**config.mk**
```make
export PLATFORM = sky130hd
export DESIGN_NAME = trap_controller
export DESIGN_NICKNAME = d
export VERILOG_FILES = /design/src/rtl/trap_pkg.sv /design/src/rtl/trap_cause_encoder.sv /design/src/rtl/trap_controller.sv
export SDC_FILE = /design/constraint.sdc
export NUM_CORES = 1
export LEC_CHECK = 0
export BUFFER_PORTS_ARGS = -buffer_cell sky130_fd_sc_hd__buf_2
export CELL_PAD_IN_SITES_DETAIL_PLACEMENT = 1
export CELL_PAD_IN_SITES_GLOBAL_PLACEMENT = 1
export CORE_ASPECT_RATIO = 0.5
export CORE_MARGIN = 10
export CORE_UTILIZATION = 36
export CTS_CLUSTER_DIAMETER = 150
export DETAILED_ROUTE_END_ITERATION = 8
export PLACE_DENSITY = 0.95
export SYNTH_ARGS = -nofsm -noshare
export SYNTH_HDL_FRONTEND = slang
export SYNTH_HIERARCHICAL = 1
export SYNTH_SLANG_ARGS = --single-unit
```
**constraint.sdc**
```tcl
create_clock -name clk -period 3.9 [get_ports clk]
set_clock_uncertainty 0.15 [all_clocks]
set_input_delay 0.585 -clock clk [delete_from_list [all_inputs] [get_ports clk]]
set_output_delay 0.585 -clock clk [all_outputs]
set_load 0.02 [all_outputs]
```
**src/rtl/trap_pkg.sv**
```systemverilog
// Shared types and constants for the machine-mode trap sequencer.
// CSR addresses, cause codes, write/set/clear encodings and mstatus bit positions.
package trap_pkg;

    typedef enum logic [2:0] {
        S_IDLE,
        S_T_MEPC,
        S_T_MCAUSE,
        S_T_MTVAL,
        S_T_MSTATUS,
        S_T_VECTOR,
        S_R_MSTATUS,
        S_R_VECTOR
    } trap_state_t;

    localparam logic [11:0] CSR_MSTATUS = 12'h300;
    localparam logic [11:0] CSR_MTVEC   = 12'h305;
    localparam logic [11:0] CSR_MEPC    = 12'h341;
    localparam logic [11:0] CSR_MCAUSE  = 12'h342;
    localparam logic [11:0] CSR_MTVAL   = 12'h343;

    localparam logic [31:0] CAUSE_ILLEGAL  = 32'd2;
    localparam logic [31:0] CAUSE_L_ACCESS = 32'd5;
    localparam logic [31:0] CAUSE_S_ACCESS = 32'd7;
    localparam logic [31:0] CAUSE_ECALL_M  = 32'd11;
    localparam logic [31:0] CAUSE_IRQ      = 32'h8000_000B;

    localparam logic [1:0] WSC_WRITE = 2'b01;
    localparam logic [1:0] WSC_SET   = 2'b10;
    localparam logic [1:0] WSC_CLEAR = 2'b11;

    localparam int MSTATUS_MIE    = 3;
    localparam int MSTATUS_MPIE   = 7;
    localparam int MSTATUS_MPP_LO = 11;
    localparam int MSTATUS_MPP_HI = 12;

endpackage

```
**src/rtl/trap_cause_encoder.sv**
```systemverilog
// Combinational priority encoder: picks the winning trap event and its cause code.
// Interrupts only win when MIE is set; ecall and interrupts carry a zero trap value.
import trap_pkg::*;

module trap_cause_encoder (
    input  logic        interrupt,
    input  logic        illegal_inst,
    input  logic        l_access_fault,
    input  logic        s_access_fault,
    input  logic        ecall_m,
    input  logic        mie,
    output logic        take,
    output logic        is_irq,
    output logic        tval_zero,
    output logic [31:0] cause
);

    always_comb begin
        take      = 1'b1;
        is_irq    = 1'b0;
        tval_zero = 1'b0;
        cause     = '0;
        if (interrupt && mie) begin
            is_irq    = 1'b1;
            tval_zero = 1'b1;
            cause     = CAUSE_IRQ;
        end else if (illegal_inst) begin
            cause = CAUSE_ILLEGAL;
        end else if (ecall_m) begin
            tval_zero = 1'b1;
            cause     = CAUSE_ECALL_M;
        end else if (l_access_fault) begin
            cause = CAUSE_L_ACCESS;
        end else if (s_access_fault) begin
            cause = CAUSE_S_ACCESS;
        end else begin
            take = 1'b0;
        end
    end

endmodule

```
**src/rtl/trap_controller.sv**
```systemverilog
// Owns the CSR port: passes CSR instructions through in IDLE, otherwise sequences trap/mret writes.
// Trap takes 6 cycles (detect + 4 writes + vector), mret takes 3; the pipeline is stalled meanwhile.
import trap_pkg::*;

module trap_controller (
    input  logic        clk,
    input  logic        rst,
    input  logic        csr_rw_in,
    input  logic [1:0]  csr_wsc_mode_in,
    input  logic [11:0] csr_rw_addr_in,
    input  logic [31:0] csr_w_data_in,
    output logic        csr_grant,
    input  logic        interrupt,
    input  logic        illegal_inst,
    input  logic        l_access_fault,
    input  logic        s_access_fault,
    input  logic        ecall_m,
    input  logic        mret,
    input  logic [31:0] epc_cur,
    input  logic [31:0] epc_next,
    input  logic [31:0] mtval_in,
    output logic        csr_w,
    output logic [11:0] csr_waddr,
    output logic [11:0] csr_raddr,
    output logic [31:0] csr_wdata,
    output logic [1:0]  csr_wsc,
    input  logic [31:0] csr_rdata,
    input  logic [31:0] mstatus,
    output logic [31:0] PC_redirect,
    output logic        redirect_mux,
    output logic        reg_FD_flush,
    output logic        reg_DE_flush,
    output logic        reg_EM_flush,
    output logic        reg_MW_flush,
    output logic        RegWrite_cancel,
    output logic        stall_pipe
);

    trap_state_t state_q, state_d;
    logic [31:0] cause_q, cause_d;
    logic [31:0] epc_q, epc_d;
    logic [31:0] tval_q, tval_d;

    logic        take, is_irq, tval_zero;
    logic [31:0] enc_cause;
    logic [31:0] ms_trap, ms_ret;

    trap_cause_encoder u_enc (
        .interrupt      (interrupt),
        .illegal_inst   (illegal_inst),
        .l_access_fault (l_access_fault),
        .s_access_fault (s_access_fault),
        .ecall_m        (ecall_m),
        .mie            (mstatus[MSTATUS_MIE]),
        .take           (take),
        .is_irq         (is_irq),
        .tval_zero      (tval_zero),
        .cause          (enc_cause)
    );

    always_comb begin
        ms_trap                               = mstatus;
        ms_trap[MSTATUS_MPIE]                 = mstatus[MSTATUS_MIE];
        ms_trap[MSTATUS_MIE]                  = 1'b0;
        ms_trap[MSTATUS_MPP_HI:MSTATUS_MPP_LO] = 2'b11;
        ms_ret                                = mstatus;
        ms_ret[MSTATUS_MIE]                   = mstatus[MSTATUS_MPIE];
        ms_ret[MSTATUS_MPIE]                  = 1'b1;
    end

    // Outputs are held at zero while reset is asserted, including IDLE pass-through.
    always_comb begin
        state_d         = state_q;
        cause_d         = cause_q;
        epc_d           = epc_q;
        tval_d          = tval_q;
        csr_grant       = 1'b0;
        csr_w           = 1'b0;
        csr_waddr       = '0;
        csr_raddr       = '0;
        csr_wdata       = '0;
        csr_wsc         = '0;
        PC_redirect     = '0;
        redirect_mux    = 1'b0;
        reg_FD_flush    = 1'b0;
        reg_DE_flush    = 1'b0;
        reg_EM_flush    = 1'b0;
        reg_MW_flush    = 1'b0;
        RegWrite_cancel = 1'b0;
        stall_pipe      = 1'b0;
        if (rst) begin
            case (state_q)
                S_IDLE: begin
                    if (take || mret) begin
                        reg_FD_flush    = 1'b1;
                        reg_DE_flush    = 1'b1;
                        reg_EM_flush    = 1'b1;
                        reg_MW_flush    = 1'b1;
                        RegWrite_cancel = !is_irq;
                        if (take) begin
                            state_d = S_T_MEPC;
                            cause_d = enc_cause;
                            epc_d   = is_irq ? epc_next : epc_cur;
                            tval_d  = tval_zero ? 32'd0 : mtval_in;
                        end else begin
                            state_d = S_R_MSTATUS;
                        end
                    end else if (csr_rw_in) begin
                        csr_grant = 1'b1;
                        csr_w     = 1'b1;
                        csr_waddr = csr_rw_addr_in;
                        csr_raddr = csr_rw_addr_in;
                        csr_wdata = csr_w_data_in;
                        csr_wsc   = csr_wsc_mode_in;
                    end
                end
                S_T_MEPC, S_T_MCAUSE, S_T_MTVAL, S_T_MSTATUS, S_R_MSTATUS: begin
                    stall_pipe = 1'b1;
                    csr_w      = 1'b1;
                    csr_wsc    = WSC_WRITE;
                    case (state_q)
                        S_T_MEPC:   begin csr_waddr = CSR_MEPC;    csr_wdata = epc_q;   state_d = S_T_MCAUSE;  end
                        S_T_MCAUSE: begin csr_waddr = CSR_MCAUSE;  csr_wdata = cause_q; state_d = S_T_MTVAL;   end
                        S_T_MTVAL:  begin csr_waddr = CSR_MTVAL;   csr_wdata = tval_q;  state_d = S_T_MSTATUS; end
                        S_T_MSTATUS: begin csr_waddr = CSR_MSTATUS; csr_wdata = ms_trap; state_d = S_T_VECTOR; end
                        default:    begin csr_waddr = CSR_MSTATUS; csr_wdata = ms_ret;  state_d = S_R_VECTOR;  end
                    endcase
                end
                S_T_VECTOR, S_R_VECTOR: begin
                    stall_pipe   = 1'b1;
                    reg_FD_flush = 1'b1;
                    redirect_mux = 1'b1;
                    csr_raddr    = (state_q == S_T_VECTOR) ? CSR_MTVEC : CSR_MEPC;
                    PC_redirect  = csr_rdata;
                    state_d      = S_IDLE;
                end
                default: state_d = S_IDLE;
            endcase
        end
    end

    always_ff @(posedge clk or negedge rst) begin
        if (!rst) begin
            state_q <= S_IDLE;
            cause_q <= '0;
            epc_q   <= '0;
            tval_q  <= '0;
        end else begin
            state_q <= state_d;
            cause_q <= cause_d;
            epc_q   <= epc_d;
            tval_q  <= tval_d;
        end
    end

endmodule
```
Word-level counts from Yosys, hierarchy flattened
Index checks and enable logic that the tools add are counted.
{"block": "word_totals", "ramBits": 0, "reg_bits": 99, "elab_cells": 78, "in_bits": 215, "memories": 0, "romBits": 0, "latch_bits": 0}
{"block": "op_classes", "mux": 57, "magnitude_cmp": 0, "addsub": 0, "eq_ne": 8, "n_mul": 0, "reduce_logical": 9, "bitwise_logic": 0, "n_shift": 0, "div": 0}
{"op": "$mux W32", "count": 11}
{"op": "$pmux W32 S4", "count": 1}
{"op": "$pmux W32 S2", "count": 1}
{"op": "$mux W12", "count": 4}
{"op": "$pmux W12 S2", "count": 2}
{"op": "$mux W1", "count": 25}
{"op": "$pmux W7 S3", "count": 1}
{"op": "$eq A3 B3 Y1 const B", "count": 4}
{"op": "$pmux W3 S4", "count": 1}
{"op": "$mux W3", "count": 3}
{"op": "$pmux W3 S3", "count": 1}
{"op": "$mux W7", "count": 1}
{"op": "$reduce_or A7 Y1", "count": 1}
{"op": "$eq A3 B2 Y1 const B", "count": 2}
{"op": "$mux W2", "count": 3}
{"op": "$reduce_or A5 Y1", "count": 1}
{"op": "$pmux W1 S2", "count": 2}
{"op": "$pmux W2 S2", "count": 1}
{"op": "$reduce_and A4 Y1", "count": 1}
{"op": "$eq A3 B1 Y1 const B", "count": 1}
{"op": "$logic_not A3 Y1", "count": 1}
{"op": "$ne A2 B2 Y1 const B", "count": 1}
{"op": "$reduce_and A2 Y1", "count": 1}
{"op": "$reduce_or A2 Y1", "count": 1}
{"op": "other kinds (3)", "count": 3}

Logic depth before layout (Yosys ltp)
Gate-level depths: netlist of the first run.
{"block": "logic_depth", "depth_word": 9, "depth_mapped": 8, "ltp_nobuf": 6}

Modules after synthesis
The synthesis of the first run kept the hierarchy.
{"mod": "trap_controller", "cells_each": 671, "area_each_um2": 6105.9, "instances": 1}
{"mod": "trap_cause_encoder", "cells_each": 42, "area_each_um2": 282.8, "instances": 1}

Worst setup path after synthesis of the first run
Ideal clock, no wire load.
{"block": "synth_timing", "kind": "input-to-output", "startpoint": "in interrupt", "endpoint": "out csr_raddr[6]", "path_stages": 8, "setup_slack_ns": 1.057, "arrival_ns": 2.108, "cell_sequence": "a211oi_2 -> nand2_1 -> nor2_1 -> and3_1 -> buf_4 -> buf_6 -> nand2_1 -> a21boi_0"}
{"block": "synth_via", "elab_chain_cells": 6}
{"item": "start: declaration", "line": "trap_controller.sv:13", "text": "input logic interrupt,"}
{"item": "$logic_and A1 B1 Y1", "line": "trap_cause_encoder.sv:23", "text": "if (interrupt && mie) begin"}
{"item": "$mux W1", "line": "trap_cause_encoder.sv:23"}
{"item": "named net take", "line": "trap_controller.sv:44", "text": "logic take, is_irq, tval_zero;"}
{"item": "$logic_or A1 B1 Y1", "line": "trap_controller.sv:94", "text": "if (take || mret) begin"}
{"item": "$mux W12", "line": "trap_controller.sv:94"}
{"item": "$pmux W12 S2", "line": "trap_controller.sv:92", "text": "case (state_q)"}
{"item": "$mux W12", "line": "trap_controller.sv:91", "text": "if (rst) begin"}
{"item": "end: declaration", "line": "trap_controller.sv:24", "text": "output logic [11:0] csr_raddr,"}
The timed path passes the listed nets, and every way through them passes these cells.

Final worst setup path of the first run
{"block": "layout_timing", "startpoint": "in illegal_inst", "endpoint": "out csr_wdata[13]"}
{"block": "layout_via", "elab_chain_cells": 6}
{"item": "start: declaration", "line": "trap_controller.sv:14", "text": "input logic illegal_inst,"}
{"item": "$mux W1", "line": "trap_cause_encoder.sv:27", "text": "end else if (illegal_inst) begin"}
{"item": "$mux W1", "line": "trap_cause_encoder.sv:23"}
{"item": "named net take", "line": "trap_controller.sv:44"}
{"item": "$logic_or A1 B1 Y1", "line": "trap_controller.sv:94"}
{"item": "$mux W32", "line": "trap_controller.sv:94"}
{"item": "$pmux W32 S2", "line": "trap_controller.sv:92"}
{"item": "$mux W32", "line": "trap_controller.sv:91"}
{"item": "end: declaration", "line": "trap_controller.sv:25", "text": "output logic [31:0] csr_wdata,"}
The timed path passes the listed nets, and every way through them passes these cells.

==> results of run 1 <==
registers in the layout, summed over array words and instances, names as in the netlist:
| register | count |
|---|---|
| cause_q | 32 |
| epc_q | 32 |
| state_q | 3 |
| tval_q | 32 |
worst paths after layout:
| kind | from | endpoint | slack [ns] | depth (start not counted) |
|---|---|---|---|---|
| min reg2reg | epc_q[7] | epc_q[7] | 0.33 | 2 |
| max | illegal_inst | csr_wdata[13] | 0.59 | 9 |
| max reg2reg | state_q[0] | epc_q[14] | 0.83 | 4 |
| min in group clk | epc_q[7] | epc_q[7] | 0.33 | 2 |
| max in group asynchronous | rst | tval_q[8] | 2.07 | 3 |
| min | rst | tval_q[19] | 0.07 | 1 |
layout make-up:
type                    instances  area (um^2)
fillers                      2186         9170
diodes                          3         7.51
multi-input cells             544         3450
flip-flops and latches         99         2480
clock inverters                 6         56.3
well taps                     234          293
clock buffers                  10          229
inverters                       6         22.5
repair buffers                325         1680
where the power goes:
group,leakage [nW],switching [mW],internal (mW)
clock network,0.138,0.431,0.449
registers,1.24,0.334,1.50
logic,3.01,1.31,0.984
cell usage after synthesis:
library cell | n | area (um^2)
a21boi_0 | 1 | 7.51
o221ai_1 | 1 | 8.76
mux2i_1 | 59 | 591
buf_6 | 5 | 56.3
clkbuf_1 | 20 | 75.1
buf_4 | 36 | 270
mux2_4 | 22 | 330
a211oi_1 | 1 | 7.51
nand3_1 | 2 | 10.0
mux2_2 | 15 | 169
nand3b_1 | 1 | 7.51
inv_2 | 1 | 3.75
a211oi_2 | 1 | 12.5
o21ai_0 | 72 | 360
nor3_1 | 1 | 5.00
a32oi_1 | 6 | 52.6
or4_1 | 1 | 7.51
nor3_4 | 1 | 16.3
nand2b_1 | 37 | 231
nor2b_1 | 5 | 31.3
a31oi_1 | 1 | 6.26
a21oi_1 | 66 | 330
inv_1 | 5 | 18.8
clkbuf_2 | 1 | 5.00
a22oi_1 | 5 | 37.5
a21o_1 | 5 | 37.5
conb_1 | 1 | 3.75
and2_1 | 33 | 206
o21bai_1 | 2 | 15.0
a22o_1 | 23 | 201
nor2_1 | 34 | 128
dfrtp_1 | 99 | 2480
nand4b_4 | 1 | 23.8
nand2_1 | 102 | 383
buf_2 | 28 | 140
o311ai_0 | 1 | 8.76
and3_1 | 18 | 113
cell families after synthesis:
family / after synthesis
other cells: 1
compound gates: 185
flops: 99
simple gates: 236
buf+inv: 96
mux: 96
metal layers:
layer	GRT usage, %	vias to the layer above
met2	39.7	199
li1	-	2939
met1	23.1	3081
met5	0	-
met4	6.43	0
met3	4.11	28
==> metrics.cfg, run 1 <==
[logic_synthesis]
synthCells = 713
ys_ff_latch = 99
syn_area_per_cell_um2 = 8.96
ys_warn_count = 6
yosys.area_share.simple_pct = 18.2
synthXorXnorAreaFrac_pct = 0
synth_compound_area_share_pct = 17.0
seq_area_frac_synth_pct = 38.8
synth_cell_types = 37
muxShareOfSynthArea_pct = 17.1
syn_area_um2 = 6390
synthAdderAreaFrac_pct = 0
synth_top_family_by_area = simple AND/OR/NAND/NOR gates

[routing]
dr_total_vias = 6247
highest_layer = met4
route.detailed.drc = 0
wl_um = 26100
drt_iter0_markers = 329
met3_length_um = 1270
viasPerCell = 5.09
m1WireLength_um = 10200
firstDrtPassIters = 4
ant_nets = 0
wl_met2_um = 14200
wire_per_inst_um = 21.3

[worst_setup_path]
cp_data_arrival_time_ns = 2.57
cp_top_family = simple AND/OR/NAND/NOR gates
cpMaxStageDelayCell = and3_2
start_kind = primary input
critical_path_class = in2out
cp_max_fo = 48
path_buf_inv = 3
end_kind = primary output
slowest_delay_ns = 0.34
path_cells = buf_2 -> a211oi_2 -> nand2_1 -> nor2_1 -> and3_2 -> buf_12 -> a21oi_1 -> a21oi_1 -> buf_2
cp_data_required_time_ns = 3.16

[timing]
fin_ws_ns = 0.590
slew-limit-headroom_pct = 20.0
holdWs_ns = 0.0671
setup_viol_count_final = 0
post-route-period-util_pct = 84.9
maxSlewViolCount = 0
worst_pin_slew_ns = 1.20
hold_violations = 0
rsz0062_at_grt = no
tns_ns = 0
period_needed_ns = 3.31
fmax_mhz = 302

[clock_network]
clock_latency_ns = 0.35
cts_tree = built
cts_hold_buf = 0
path_clk_slew_ns = 0.08
cts_num_sinks = 99
cts_resized = 0
clockBufferDepth = 2
cts_buffers = 9
cts_root_buffer = clkbuf_16
post_cts_buffers = 0
htree_num_levels = 3

[final_layout]
final_util_pct = 47.3
drive_gt1_share_pct = 39.1
design_area_um2 = 8230
layout.cells.non_filler = 1227
layout_commonest_cell = buf_2
nets = 1200
areaGrowthSynthToFinish_pct = 28.8
final_cell_mix = buf_2, nand2_1, dfrtp_1

[run]
max_cap_violations = 0

[worst_hold_path]
hp-class = in2async

[place]
gp_congestion = 0.848
dpl.hpwl_um = 20600
placed_area_um2 = 7930
port_buffers = 313
dpl.cell_count = 1208
place_ws_ns = 0.633

[floorplanning]
start_util_pct = 36.7
coreArea_um2 = 17400
row_count = 34
fp.dieH_um = 114
die_area_um2 = 23800
io_pins = 314
dieWidth_um = 208

[power]
fin_total_pwr_mw = 5.01
vdd_drop_max_v = 0.000266
leakage_nw = 4.38
power.density_nw_per_um2 = 609

[global_route]
grt-ovfl-total = 0
first_global_vias = 6829
grtUsageTotal_pct = 20.9
antenna_found_initial = 3
grt_pass1_wl_um = 39500
grt_max_degree = 137

[run_status]
status = complete, no violations

Power figures use the tool's default switching activity.
==> run 2, diff against run 1 <==
- CORE_UTILIZATION: 36 -> 34
- PLACE_DENSITY: 0.95 -> 0.93
- clock period: 3.9 -> 3.4 ns (I/O delays scaled with it)
==> run 2 against run 1 <==
Final cell count rose by 3.0%. Via count is 1.5% higher. Register-to-register slack worse by 0.02 ns. Critical endpoint is now PC_redirect[17]. Design area rose by 1.5%. Wire length is 1.7% higher. Non-clock buffer count up 8. Largest cell class unchanged. Sequential cell count unchanged. Critical path type unchanged. Core utilization shrank 2.0 points. Worst setup slack worse by 0.25 ns. Clock power grew 15%. Largest power group unchanged. Sequential share of layout area shrank 0.44 points.
==> metrics.cfg, run 2 (synthesis results as in run 1) <==
[clock_network]
htree_num_levels = 3  ; unchanged
cts_root_buffer = clkbuf_16
clock_latency_ns = 0.35  ; about the same
cts_resized = 0  ; unchanged
cts_buffers = 9  ; unchanged
post_cts_buffers = 0  ; unchanged
cts_tree = built
cts_num_sinks = 99  ; unchanged
clockBufferDepth = 2  ; unchanged
path_clk_slew_ns = 0.07  ; about the same

[worst_setup_path]
path_buf_inv = 4  ; +1
slowest_delay_ns = 0.52  ; +0.18 ns
path_cells = dlygate4sd3_1 -> buf_4 -> and3_1 -> buf_4 -> and2_1 -> buf_2
r2r-start = state_q[2]
cp_data_arrival_time_ns = 2.40  ; -0.17 ns
rrSetupSlack_ns = 0.81  ; -0.02 ns
start_kind = primary input
r2r_cells = 4  ; unchanged
end_kind = primary output
r2r-end = cause_q[18]
cp_data_required_time_ns = 2.74  ; -0.42 ns
cpMaxStageDelayCell = dlygate4sd3_1
cp_max_fo = 27  ; -44%
crit_top_cell = buf_4
cp_top_family = buffers and inverters
critical_path_class = in2out

[final_layout]
areaGrowthSynthToFinish_pct = 30.7
final_cell_mix = buf_2, nand2_1, dfrtp_1
multi_input_area_um2 = 3450  ; -0.22%
layout_commonest_cell = buf_2
drive_gt1_share_pct = 39.6  ; +0.49 points
layout.cells.non_filler = 1264  ; +3.0%
seq_area_um2 = 2480  ; unchanged
fillCellCount = 2264  ; +3.6%
top_regs = cause_q x32, epc_q x32, tval_q x32
nets = 1208  ; +0.67%
final_util_pct = 45.3  ; -2.0 points

[place]
port_buffers = 313  ; unchanged
gp_congestion = 0.932  ; +9.9%
dpl.cell_count = 1240  ; +2.6%
dpl.hpwl_um = 21100  ; +2.5%
place_ws_ns = 0.379  ; -0.254 ns

[timing]
slew-limit-headroom_pct = 50.6  ; +31 points
fmax_mhz = 327
rsz0062_at_grt = no
hold_violations = 0  ; unchanged
fin_ws_ns = 0.339  ; -0.251 ns
holdWs_ns = 0.252  ; +0.185 ns
period_needed_ns = 3.06
post-route-period-util_pct = 90.0
worst_pin_slew_ns = 0.741  ; -0.459 ns
setup_viol_count_final = 0  ; unchanged
maxSlewViolCount = 0  ; unchanged
tns_ns = 0  ; unchanged

[routing]
wire_per_inst_um = 21.0  ; -1.2%
dr_total_vias = 6340  ; +1.5%
wl_um = 26600  ; +1.7%
ant_nets = 0  ; unchanged
firstDrtPassIters = 5  ; +1
route.detailed.drc = 0  ; unchanged
viasPerCell = 5.02  ; -1.5%
drt_iter0_markers = 278  ; -16%

[floorplanning]
start_util_pct = 34.7  ; -2.1 points
coreArea_um2 = 18400  ; +6.0%
io_pins = 314  ; unchanged
die_area_um2 = 25000  ; +5.1%
fp.dieH_um = 117  ; +2.4%
row_count = 35  ; +2.9%
dieWidth_um = 214  ; +2.6%

[global_route]
first_global_vias = 7136  ; +4.5%
antenna_found_initial = 7  ; +4
grtUsageTotal_pct = 20.3  ; -0.54 points
grt_pass1_wl_um = 39200  ; -0.80%
grt-ovfl-total = 0  ; unchanged
grt_max_degree = 61  ; -55%

[worst_hold_path]
holdCritStartpoint = mtval_in[11]
whs_path_depth = 3
hp-class = in2reg
hold_end = tval_q[11]

[power]
power.density_nw_per_um2 = 692  ; +14%
leakage_nw = 4.44  ; +1.1%
vdd_drop_max_v = 0.000366  ; +38%

[run_status]
status = complete, no violations

[run]
max_cap_violations = 0  ; unchanged

## run 2: cell types whose count changed in the layout (fill, tap and decap cells not counted)
cell / change
buf_4: +5
diode_2: +4
buf_12: +2
clkbuf_1: -1
clkinv_2: +1
clkinvlp_4: +1
dlygate4sd3_1: +1
inv_6: -1
o21ai_2: +1
o21ai_4: -1
## run 2: area by class of cell
type,instances,share of cell area (%)
repair buffers,333,21.2
inverters,6,0.270
well taps,259,3.88
diodes,7,0.210
flip-flops and latches,99,29.7
clock inverters,7,0.719
multi-input cells,544,41.3
clock buffers,9,2.70
## run 2: worst min-delay path: cells and delay by family
| kind | cells | cell delay [ns] |
|---|---|---|
| buffers and inverters | 1 | 0.10 |
| AND/OR/NAND/NOR | 1 | 0.05 |
| AO/OA/AOI/OAI | 1 | 0.06 |
## run 2: how the worst max path moves through the flow
stage               startpoint         endpoint  slack [ns]  cells after the start
global placement     interrupt     csr_raddr[0]        0.49                      9
detailed placement   interrupt     csr_raddr[9]        0.38                      9
CTS                        rst  PC_redirect[17]        0.31                      6
floorplan            interrupt     csr_raddr[6]        0.71                      8
finish                     rst  PC_redirect[17]        0.34                      6
global route               rst  PC_redirect[17]        0.15                      6
## run 2: per-stage QoR
stage	power (mW)	cell area, um^2
after global placement	4.62	8040
after detailed placement	4.78	8040
after global routing	6.21	8340
after CTS	5.82	8330
final	5.77	8350
after floorplan	3.87	6490
## run 2: power breakdown
part / total (mW) / switching [mW] / internal [mW]
registers: 2.14 / 0.414 / 1.72
clock network: 1.01 / 0.503 / 0.510
logic: 2.62 / 1.47 / 1.15
## run 2: what timing repair did
action | in CTS | in global routing
setup endpoints to repair | 0 | 0
hold buffers | 1 | 0
endpoints found under the hold margin | 10 | 0
## run 2: per-layer routing
layer	wire [um]	track usage, %	up-vias
met3	1530	4.44	52
met1	9970	21.1	3133
met4	880	10.0	0
met2	14200	38.5	195
li1	-	-	2960
met5	0	0	-
